### config.mk
export PLATFORM = sky130hd
export DESIGN_NAME = cycle_sched
export DESIGN_NICKNAME = d
export VERILOG_FILES = /design/src/rtl/cycle_sched.sv
export SDC_FILE = /design/constraint.sdc
export NUM_CORES = 1
export LEC_CHECK = 0
export ABC_CLOCK_PERIOD_IN_PS = 2200
export BUFFER_PORTS_ARGS = -buffer_cell sky130_fd_sc_hd__buf_4
export CELL_PAD_IN_SITES_DETAIL_PLACEMENT = 0
export CELL_PAD_IN_SITES_GLOBAL_PLACEMENT = 1
export CORE_ASPECT_RATIO = 0.7
export CORE_MARGIN = 4
export CORE_UTILIZATION = 41
export DETAILED_ROUTE_END_ITERATION = 8
export PLACE_DENSITY_LB_ADDON = 0.1
export SLEW_MARGIN = 20
export SYNTH_ARGS = -nofsm -noshare
export SYNTH_HDL_FRONTEND = slang
export SYNTH_SLANG_ARGS = --single-unit
### constraint.sdc
create_clock -name clk -period 2.2 [get_ports clk]
set_input_delay 0.22 -clock clk [delete_from_list [all_inputs] [get_ports clk]]
set_output_delay 0.22 -clock clk [all_outputs]
set_load 0.02 [all_outputs]
### src/rtl/cycle_sched.sv
// Phase-slotted two-requester load scheduler with round-robin grant, a fixed-latency
// result tracker and a credit-limited in-order result FIFO.
module cycle_sched #(
  parameter int PHASES  = 4,
  parameter int LATENCY = 12,
  parameter int DEPTH   = 4
) (
  input  logic        clk,
  input  logic        rst,
  input  logic [1:0]  req,
  input  logic [31:0] din0,
  input  logic [31:0] din1,
  output logic [1:0]  gnt,
  output logic        load,
  output logic        phase_advance,
  output logic [31:0] dout,
  input  logic [31:0] r,
  output logic        res_valid,
  output logic [31:0] res_data,
  output logic        res_tag,
  input  logic        res_ready
);
  localparam int PW = (PHASES > 1) ? $clog2(PHASES) : 1;
  localparam int AW = (DEPTH > 1) ? $clog2(DEPTH) : 1;
  localparam int CW = $clog2(DEPTH + 1);

  typedef struct packed {
    logic        tag;
    logic [31:0] data;
  } res_t;

  logic [PW-1:0]    phase;
  logic             ptr, gidx, grant, wr, pop;
  logic [LATENCY:0] vld_pipe, tag_pipe;
  logic [CW-1:0]    outstanding, count;
  logic [AW-1:0]    rd_ptr, wr_ptr;
  res_t             mem [DEPTH];

  // Credit counts in-flight loads plus queued results; a same-cycle pop is not credited.
  always_comb begin
    gnt  = 2'b00;
    gidx = 1'b0;
    if (!rst && phase == '0 && outstanding < CW'(DEPTH)) begin
      case (req)
        2'b01: gnt = 2'b01;
        2'b10: begin gnt = 2'b10; gidx = 1'b1; end
        2'b11: begin gidx = ptr; gnt = ptr ? 2'b10 : 2'b01; end
        default: ;
      endcase
    end
  end

  assign grant     = |gnt;
  assign load      = vld_pipe[0];
  assign wr        = vld_pipe[LATENCY];
  assign res_valid = (count != '0);
  assign pop       = res_valid & res_ready;
  assign res_data  = res_valid ? mem[rd_ptr].data : '0;
  assign res_tag   = res_valid & mem[rd_ptr].tag;

  always_ff @(posedge clk) begin
    if (rst) begin
      phase         <= '0;
      phase_advance <= 1'b0;
      ptr           <= 1'b0;
      vld_pipe      <= '0;
      tag_pipe      <= '0;
      dout          <= '0;
      outstanding   <= '0;
      count         <= '0;
      rd_ptr        <= '0;
      wr_ptr        <= '0;
    end else begin
      phase         <= (phase == PW'(PHASES - 1)) ? '0 : phase + 1'b1;
      phase_advance <= (phase == PW'(PHASES - 1));
      // Stage 0 is the load cycle itself; stage LATENCY lines up with the result on r.
      vld_pipe      <= {vld_pipe[LATENCY-1:0], grant};
      tag_pipe      <= {tag_pipe[LATENCY-1:0], gidx};
      if (grant) begin
        ptr  <= ~gidx;
        dout <= gidx ? din1 : din0;
      end
      case ({grant, pop})
        2'b10:   outstanding <= outstanding + 1'b1;
        2'b01:   outstanding <= outstanding - 1'b1;
        default: ;
      endcase
      case ({wr, pop})
        2'b10:   count <= count + 1'b1;
        2'b01:   count <= count - 1'b1;
        default: ;
      endcase
      if (wr)  wr_ptr <= (wr_ptr == AW'(DEPTH - 1)) ? '0 : wr_ptr + 1'b1;
      if (pop) rd_ptr <= (rd_ptr == AW'(DEPTH - 1)) ? '0 : rd_ptr + 1'b1;
    end
  end

  always_ff @(posedge clk) begin
    if (wr) mem[wr_ptr] <= '{tag: tag_pipe[LATENCY], data: r};
  end

endmodule

==> results of run 1 <==
[cells by family after synthesis]
| family | Yosys count | synth area share, % |
|---|---|---|
| compound gates | 107 | 12.29 |
| xor+xnor | 4 | 0.4108 |
| fa+ha+maj | 11 | 1.790 |
| buf+inv | 68 | 4.093 |
| flops | 206 | 63.85 |
| mux | 35 | 8.950 |
| simple gates | 121 | 8.612 |
[through the flow]
stage	hold slack (ns)	power (uW)	instance area, um^2
after floorplan	0.3189	4845	8554
after global placement	0.4174	5194	10170
after detailed placement	0.4212	5217	10170
after CTS	0.0001664	8609	11240
after global routing	0.007900	8882	11240
final	0.02587	8504	11240
[power by group]
| group | switching [uW] | internal (uW) | leakage (uW) | total (uW) |
|---|---|---|---|---|
| Sequential | 44.9 | 4190 | 0.00180 | 4230 |
| Clock | 1410 | 1880 | 0.000308 | 3290 |
| Combinational | 540 | 441 | 0.00185 | 982 |
[layout make-up]
type / count / area share, %
Clock inverter: 14 / 0.9127
Timing Repair Buffer: 229 / 17.52
Tap cell: 270 / 3.005
Multi-Input combinational cell: 278 / 24.73
Inverter: 16 / 0.5565
Sequential cell: 206 / 48.50
Clock buffer: 24 / 4.775
[flip-flops by register name, indices dropped and copies added (netlist names), named ones only]
| register | count |
|---|---|
| outstanding | 3 |
| tag_pipe | 13 |
| count | 3 |
| rd_ptr | 2 |
| phase_advance | 1 |
| vld_pipe | 13 |
| phase | 2 |
| dout | 32 |
| mem | 132 |
| wr_ptr | 2 |
| ptr | 1 |
[worst min-delay path, stage by stage]
cell	delay, ns
buf_4	0.11
o31ai_2	0.05
a311oi_2	0.08
[layout by cell type (no fill, tap or decap), types with 3 or more instances in the layout]
cell type | netlist | routed
edfxtp_1 | 132 | 132
and2_2 | 0 | 4
o31ai_2 | 27 | 27
clkbuf_16 | 0 | 22
mux4_2 | 33 | 33
ha_1 | 9 | 8
nor2b_1 | 59 | 57
dlygate4sd3_1 | 0 | 35
xor2_1 | 4 | 4
nor2_1 | 9 | 9
a311oi_2 | 28 | 28
clkinvlp_2 | 0 | 3
nor3_1 | 4 | 3
or3_1 | 3 | 3
dfxtp_1 | 74 | 71
a311oi_1 | 4 | 4
a21oi_1 | 39 | 39
buf_12 | 0 | 11
o31ai_1 | 6 | 6
inv_1 | 15 | 15
clkinv_2 | 0 | 5
buf_4 | 5 | 180
nand4_1 | 32 | 32
clkbuf_1 | 26 | 3
[routing by layer]
metal	vias up	share of wire, %	wire length [um]
met2	141	47	9422
li1	2557	-	-
met4	0	2.3	469
met5	-	0	0
met1	2774	46	9321
met3	39	5.2	1045
[what timing repair did]
item                                    in CTS  in global routing
endpoints found under the setup margin      30                 20
hold buffers                                35                  0
pin swaps                                    0                  0
resized for setup                            6                  4
hold endpoints to repair                   131                  0
setup buffers                                2                  1
gates cloned                                 1                  1
[how the worst max path moves through the flow]
stage               startpoint             end  cells past startpoint
global route          register     res_data[5]                      4
detailed placement    phase[0]  outstanding[2]                     11
finish                register     res_data[5]                      4
CTS                   register    res_data[20]                      5
floorplan               req[1]  outstanding[2]                     13
global placement      phase[0]  outstanding[2]                     11
==> results_dict.tcl, run 1 <==
set metrics [dict create \
    grt_use_total_pct 16.74 \
    avgSynthCellArea_um2 15.45 \
    required_ns 1.98 \
    hold_path.class "primary input to register" \
    synth.ff_latch_count 206 \
    min_path_cells 3 \
    r2r-end "outstanding[2]" \
    whs_endpoint "dout[16]" \
    vias 5511 \
    wl_um 20260 \
    ant_nets 0 \
    worstPathArrival_ns 1.93 \
    synth_cells 552 \
    ys.flop_type "edfxtp_1" \
    yosysWarnings 0 \
    yosysMostFrequentCell "edfxtp_1" \
    drt_iter0_drc 382 \
    hold_start "din0[16]" \
    reg2reg_depth 11 \
    crit_buf_inv 2 \
    grt_pass1_wl_um 31190 \
    instances_no_fill 1037 \
    fp.dieW_um 180.4 \
    gr-usage-met2_pct 27.20 \
    reg2reg_slack_ns 0.12 \
    status "finished clean" \
    setup_tns_ns 0 \
    io_buffers 170 \
    finalSetupViolations 0 \
    slew_viol_final 0 \
    fin_crit_sh_pct 97.57 \
    dp_cells 960 \
    yosys-top-cells-count "132 x edfxtp_1, 74 x dfxtp_1, 59 x nor2b_1" \
    grt_busiest_layer "met2" \
    cts_max_level 1 \
    dieArea_um2 23210 \
    fill_cells 1659 \
    die_h_um 128.7 \
    clock.fmax_mhz 465.9 \
    rsz0062_at_grt "true" \
    post_drt_wl_per_cell_um 19.54 \
    hpwl_um 12180 \
    clk_transition_reported_paths_ns 0.06 \
    num_rows 43 \
    ir_worst_vdd_mv 0.4809 \
    ctsRootBufferMaster "clkbuf_16" \
    ctsLongestPathBuffers 3 \
    synth-async-reset-ratio_pct 0 \
    drive_above_1_share_pct 43.16 \
    finalHoldViolations 0 \
    vias_per_cell 5.314 \
    antenna_found_initial 0 \
    finalClockSkew_ns 0.01269 \
    synth_top_area_share_pct 46.48 \
    final_util_pct 55.86 \
    timing.final.ws_setup_ns 0.05347 \
    regArea_um2 5451 \
    worstMarginPinSlew_ns 0.6164 \
    yosysUniqueCellTypes 35 \
    end_kind "primary output" \
    met1_usage_pct 23.07 \
    syn_area_um2 8528 \
    ys_seq_area_share_pct 63.85 \
    grt_pass1_vias 5779 \
    slowest_stage "mux4_2" \
    synth_edf_count 132 \
    first_pass_iters 4 \
    tritoncts "done" \
    p_per_area_nw_per_um2 756.5 \
    boundaryPins 171 \
    min_period_ns 2.147 \
    initial_core_util_pct 42.38 \
    drcViolationCount 0 \
    cts_sinks 206 \
    crit_path_cell_trace "buf_12 > mux4_2 > nor2b_1 > buf_4" \
    fin_nets 864 \
    rr_startpoint "phase[0]" \
    maxCapViolations 0 \
    slowest_delay_ns 0.50 \
    multi_input_area_um2 2780 \
    clk_latency_ns 0.49 \
    crit_family "multiplexers" \
    syn2layout_area_growth_pct 31.81 \
    grt_util_met3_pct 3.786 \
    gp_congestion 0.7335 \
    core_area_um2 20120 \
    maxSlewHeadroom_pct 58.91 \
    path_max_fanout 11 \
    cts_made_buffers 21 \
    leakage_uw 0.003956 \
    synthTopCellsByArea "edfxtp_1 46%, dfxtp_1 17%, mux4_2 8.7%" \
    antenna_cells 0 \
    place_ws_ns 0.1033 \
    worstSetupStartpointType "register" \
    synth_top_area_cell "edfxtp_1" \
    grt.overflow.total 0 \
    grt_max_degree 66 \
    crit_type "register to primary output" \
    syn-num-nets 664 \
]
(Power assumes the default switching activity.)
==> inputs of run 2 (changes only) <==
--- a/config.mk
+++ b/config.mk
@@ -11,7 +11,7 @@
 export CELL_PAD_IN_SITES_GLOBAL_PLACEMENT = 1
 export CORE_ASPECT_RATIO = 0.7
 export CORE_MARGIN = 4
-export CORE_UTILIZATION = 41
+export CORE_UTILIZATION = 40
 export DETAILED_ROUTE_END_ITERATION = 8
 export PLACE_DENSITY_LB_ADDON = 0.1
 export SLEW_MARGIN = 20
==> results_dict.tcl, run 2 (same netlist as run 1, synthesis figures left out) <==
set metrics [dict create \
    fin_crit_sh_pct 98.47 \
    syn2layout_area_growth_pct 34.11 \
    io_buffers 170 \
    gr-usage-met2_pct 26.28 \
    instances_no_fill 1055 \
    rsz0062_at_grt "true" \
    maxCapViolations 0 \
    clk_transition_reported_paths_ns 0.07 \
    placed_area_um2 10120 \
    first_pass_iters 4 \
    layout_commonest_cell "buf_4" \
    p_total_uw 9111 \
    fin_hold_ws_ns 0.02406 \
    leakage_uw 0.004076 \
    num_rows 44 \
    ant_nets 0 \
    hold_path.class "primary input to register" \
    ctsRootBufferMaster "clkbuf_16" \
    drt_iter0_drc 247 \
    tritoncts "done" \
    worstMarginPinSlew_ns 0.9576 \
    path_max_fanout 10 \
    crit_type "register to primary output" \
    gp_congestion 0.7412 \
    crit_top_cell "buf_12" \
    dp_cells 968 \
    fp.dieW_um 182.5 \
    top_register "mem" \
    dieArea_um2 23760 \
    met1_usage_pct 23.65 \
    crit_path_cell_trace "buf_12 > buf_12 > mux4_2 > nor2b_1 > buf_4" \
    initial_core_util_pct 40.87 \
    reg_top3 "mem: 132 flops, dout: 32 flops" \
    ir_worst_vdd_mv 0.4410 \
    setup_tns_ns 0 \
    finalHoldViolations 0 \
    p_per_area_nw_per_um2 796.7 \
    post_drt_wl_per_cell_um 19.15 \
    core_area_um2 20870 \
    ctsLongestPathBuffers 3 \
    clk_latency_ns 0.49 \
    hpwl_um 12270 \
    grt_use_total_pct 16.53 \
    cts_sinks 206 \
    worstSetupStartpointType "register" \
    grt_util_met3_pct 3.427 \
    clock.fmax_mhz 461.6 \
    antenna_cells 0 \
    finalClockSkew_ns 0.009155 \
    slowest_stage "mux4_2" \
    drive_above_1_share_pct 44.16 \
    largest_reg_flops 132 \
    slew_viol_final 0 \
    grt_pass1_vias 5642 \
    min_period_ns 2.166 \
    die_h_um 130.2 \
    wl_um 20200 \
    final_cell_mix "196 x buf_4, 132 x edfxtp_1, 71 x dfxtp_1, 58 x nor2b_1, 39 x a21oi_1" \
    status "finished clean" \
    grt_pass1_wl_um 31360 \
    antenna_found_initial 0 \
    boundaryPins 171 \
    fin_nets 876 \
    finalSetupViolations 0 \
    grt_max_degree 66 \
    drcViolationCount 0 \
    maxSlewHeadroom_pct 36.16 \
    worstPathArrival_ns 1.95 \
    cts_max_level 1 \
    vias 5417 \
    slowest_delay_ns 0.48 \
    cts_made_buffers 21 \
    grt.overflow.total 0 \
    required_ns 1.98 \
    vias_per_cell 5.135 \
    grt_busiest_layer "met2" \
    end_kind "primary output" \
    final_area_um2 11440 \
]
[run 2: cell types whose count changed in the layout (fill, tap and decap cells not counted), sizes merged, moves of 3 or more]
cell | before | now
buf | 193 | 204
bufinv | 1 | 5
clkbuf | 25 | 29
clkinv | 8 | 2
clkinvlp | 4 | 1
[run 2: layer usage]
metal | vias to the layer above | part of all wire, %
met1 | 2682 | 46
met4 | 0 | 1.7
met2 | 144 | 46
met5 | - | 0
li1 | 2561 | -
met3 | 30 | 5.9
[run 2: stage by stage]
stage | worst slack, ns | utilization [%]
3_5_place_dp | 0.09711 | 48.51
6_report | 0.03373 | 54.82
4_1_cts | -0.01033 | 54.52
2_1_floorplan | -0.06695 | -
3_3_place_gp | 0.1553 | 48.51
5_1_grt | -0.05321 | 54.82
[run 2: worst paths after layout]
kind | start | to | slack, ns | cells after the start
max reg2reg | phase[0] | outstanding[2] | 0.10 | 11
max | register | res_data[5] | 0.03 | 5
min reg2reg | phase[0] | phase[0] | 0.42 | 1
min | req[0] | ptr | 0.02 | 3
[run 2: final cells by class]
cell class / instances / area, um^2
multi-input combinational: 278 / 2788
sequential: 206 / 5454
inverter: 16 / 62.56
clock inverter: 10 / 183.9
clock buffer: 28 / 573.1
timing repair buffer: 241 / 2031
tap: 276 / 345.3
fill: 1733 / 9428
[run 2: worst max-delay path: cells and delay by family, from the launching register on]
kind | cells | cell delay (ns)
buf+inv | 3 | 0.44
flops | 1 | 0.38
mux | 1 | 0.48
simple gates | 1 | 0.14
[run 2: where the power goes]
group	total (uW)	leakage [uW]	switching (uW)	internal [uW]
registers	4230	0.00180	48.6	4190
logic	1020	0.00191	548	467
clock network	3860	0.000367	1430	2430
total	9110	0.00408	2030	7080
[run 2: what timing repair did]
item / 4_1_cts / 5_1_grt
hold buffers: 35 / 0
resized for setup: 8 / 2
endpoints found under the setup margin: 8 / 18
gates cloned: 1 / 1
buffers inserted: 6 / 6
hold endpoints to repair: 139 / 0
==> inputs of run 3 (changes only) <==
--- a/config.mk
+++ b/config.mk
@@ -5,7 +5,7 @@
 export SDC_FILE = /design/constraint.sdc
 export NUM_CORES = 1
 export LEC_CHECK = 0
-export ABC_CLOCK_PERIOD_IN_PS = 2200
+export ABC_CLOCK_PERIOD_IN_PS = 1800
 export BUFFER_PORTS_ARGS = -buffer_cell sky130_fd_sc_hd__buf_4
 export CELL_PAD_IN_SITES_DETAIL_PLACEMENT = 0
 export CELL_PAD_IN_SITES_GLOBAL_PLACEMENT = 1
==> constraint.sdc (replaced) <==
create_clock -name clk -period 1.8 [get_ports clk]
set_input_delay 0.18 -clock clk [delete_from_list [all_inputs] [get_ports clk]]
set_output_delay 0.18 -clock clk [all_outputs]
set_load 0.02 [all_outputs]
==> results_dict.tcl, run 3 (same netlist as run 1, synthesis figures left out) <==
set metrics [dict create \
    status "finished with violations" \
    violations "negative setup slack" \
    maxSlewHeadroom_pct 40.11 \
    path_max_fanout 8 \
    worstSetupStartpointType "register" \
    met1_usage_pct 24.18 \
    core_area_um2 20870 \
    grt_pass1_vias 5992 \
    grt_use_total_pct 17.57 \
    syn2layout_area_growth_pct 46.79 \
    boundaryPins 171 \
    drive_above_1_share_pct 47.97 \
    grt_pass1_wl_um 32870 \
    reg_top3 "mem: 132 flops, dout: 32 flops" \
    clk_latency_ns 0.50 \
    largest_reg_flops 132 \
    drt_iter0_drc 348 \
    grt_busiest_layer "met2" \
    final_util_pct 60.00 \
    dieArea_um2 23760 \
    gp_congestion 0.7595 \
    rsz0062_at_grt "true" \
    placed_area_um2 10290 \
    grt_util_met3_pct 2.786 \
    end_kind "primary output" \
    vias_per_cell 5.215 \
    fin_nets 932 \
    hold_start "din1[27]" \
    io_buffers 170 \
    cts_max_level 1 \
    layout_commonest_cell "buf_4" \
    final_cell_mix "179 x buf_4, 132 x edfxtp_1, 70 x dlygate4sd3_1, 67 x dfxtp_1, 41 x nor2b_1" \
    antenna_cells 0 \
    required_ns 1.62 \
    rr_startpoint "phase[0]" \
    fill_cells 1597 \
    ir_worst_vdd_mv 0.6083 \
    maxCapViolations 0 \
    clock.fmax_mhz 471.7 \
    clk_transition_reported_paths_ns 0.06 \
    post_drt_wl_per_cell_um 19.79 \
    crit_type "register to primary output" \
    slew_viol_final 0 \
    ant_nets 0 \
    fin_hold_ws_ns 0.02886 \
    antenna_found_initial 0 \
    gr-usage-met2_pct 29.30 \
    place_ws_ns -0.2539 \
    wl_um 22000 \
    initial_core_util_pct 40.87 \
    first_pass_iters 5 \
    top_register "mem" \
    num_rows 44 \
    min_period_ns 2.120 \
    die_h_um 130.2 \
    hpwl_um 12270 \
    ctsRootBufferMaster "clkbuf_16" \
    p_per_area_nw_per_um2 890.3 \
    cts_sinks 206 \
    finalSetupViolations 38 \
    fin_crit_sh_pct 117.8 \
    leakage_uw 0.004475 \
    cts_made_buffers 22 \
    p_total_uw 11140 \
    finalClockSkew_ns 0.01120 \
    drcViolationCount 0 \
    ctsLongestPathBuffers 3 \
    vias 5799 \
    fp.dieW_um 182.5 \
    hold_path.class "primary input to register" \
    worstPathArrival_ns 1.94 \
    worstMarginPinSlew_ns 0.8984 \
    timing.final.ws_setup_ns -0.3200 \
    final_area_um2 12520 \
    grt_max_degree 68 \
    finalHoldViolations 0 \
    grt.overflow.total 0 \
    tritoncts "done" \
]
run 3: changes by cell type in the layout (fill, tap and decap cells not counted), sizes merged:
cell         change
bufinv           -3
clkinv           +5
dlygate4sd3     +35
buf             +18
bufbuf           -1
inv              -1
clkbuf           +4
run 3: path summary, 6_finish.rpt:
kind	endpoint	slack, ns	cells after the start
max	res_data[6]	-0.32	4
min	dout[27]	0.03	3
max reg2reg	outstanding[2]	-0.23	11
min reg2reg	vld_pipe[7]	0.43	1
run 3: report_power, final:
| group | switching, uW | total, uW | internal, uW | leakage [uW] |
|---|---|---|---|---|
| sequential | 55.3 | 5170 | 5120 | 0.00180 |
| clock | 1800 | 4470 | 2670 | 0.000354 |
| combinational | 783 | 1500 | 717 | 0.00232 |
run 3: worst max-delay path, cell delays in order (launching register included):
cell       delay, ns
dfxtp_4         0.46
clkbuf_16       0.21
mux4_2          0.48
nor2b_1         0.14
buf_4           0.15
run 3: through the flow:
| step | cells | TNS [ns] |
|---|---|---|
| floorplan | 552 | -0.6838 |
| global placement | 981 | -0.7019 |
| detailed placement | 981 | -2.424 |
| CTS | 1099 | -11.57 |
| global route | 1112 | -13.23 |
| finish | 1112 | -10.27 |
run 3: layer usage:
layer  part of all wire (%)  wire [um]
met1                     45       9944
met2                     48      10470
met3                    4.9       1078
met4                    2.3        505
met5                      0          0
run 3: timing repair:
item / CTS / global route
pin swaps: 4 / 8
endpoints found under the setup margin: 72 / 104
hold endpoints to repair: 163 / 0
resized for setup: 33 / 87
hold buffers: 70 / 0
cloned: 3 / 4
setup buffers: 5 / 10
run 3: cell type report:
class                           count  area, um^2  share of cell area (%)
Clock buffer                       29       608.1                   4.858
Multi-Input combinational cell    278        3153                   25.19
Inverter                           16       65.06                  0.5197
Timing Repair Buffer              296        2783                   22.23
Tap cell                          276       345.3                   2.759
Clock inverter                     11       107.6                  0.8596
Sequential cell                   206        5456                   43.59
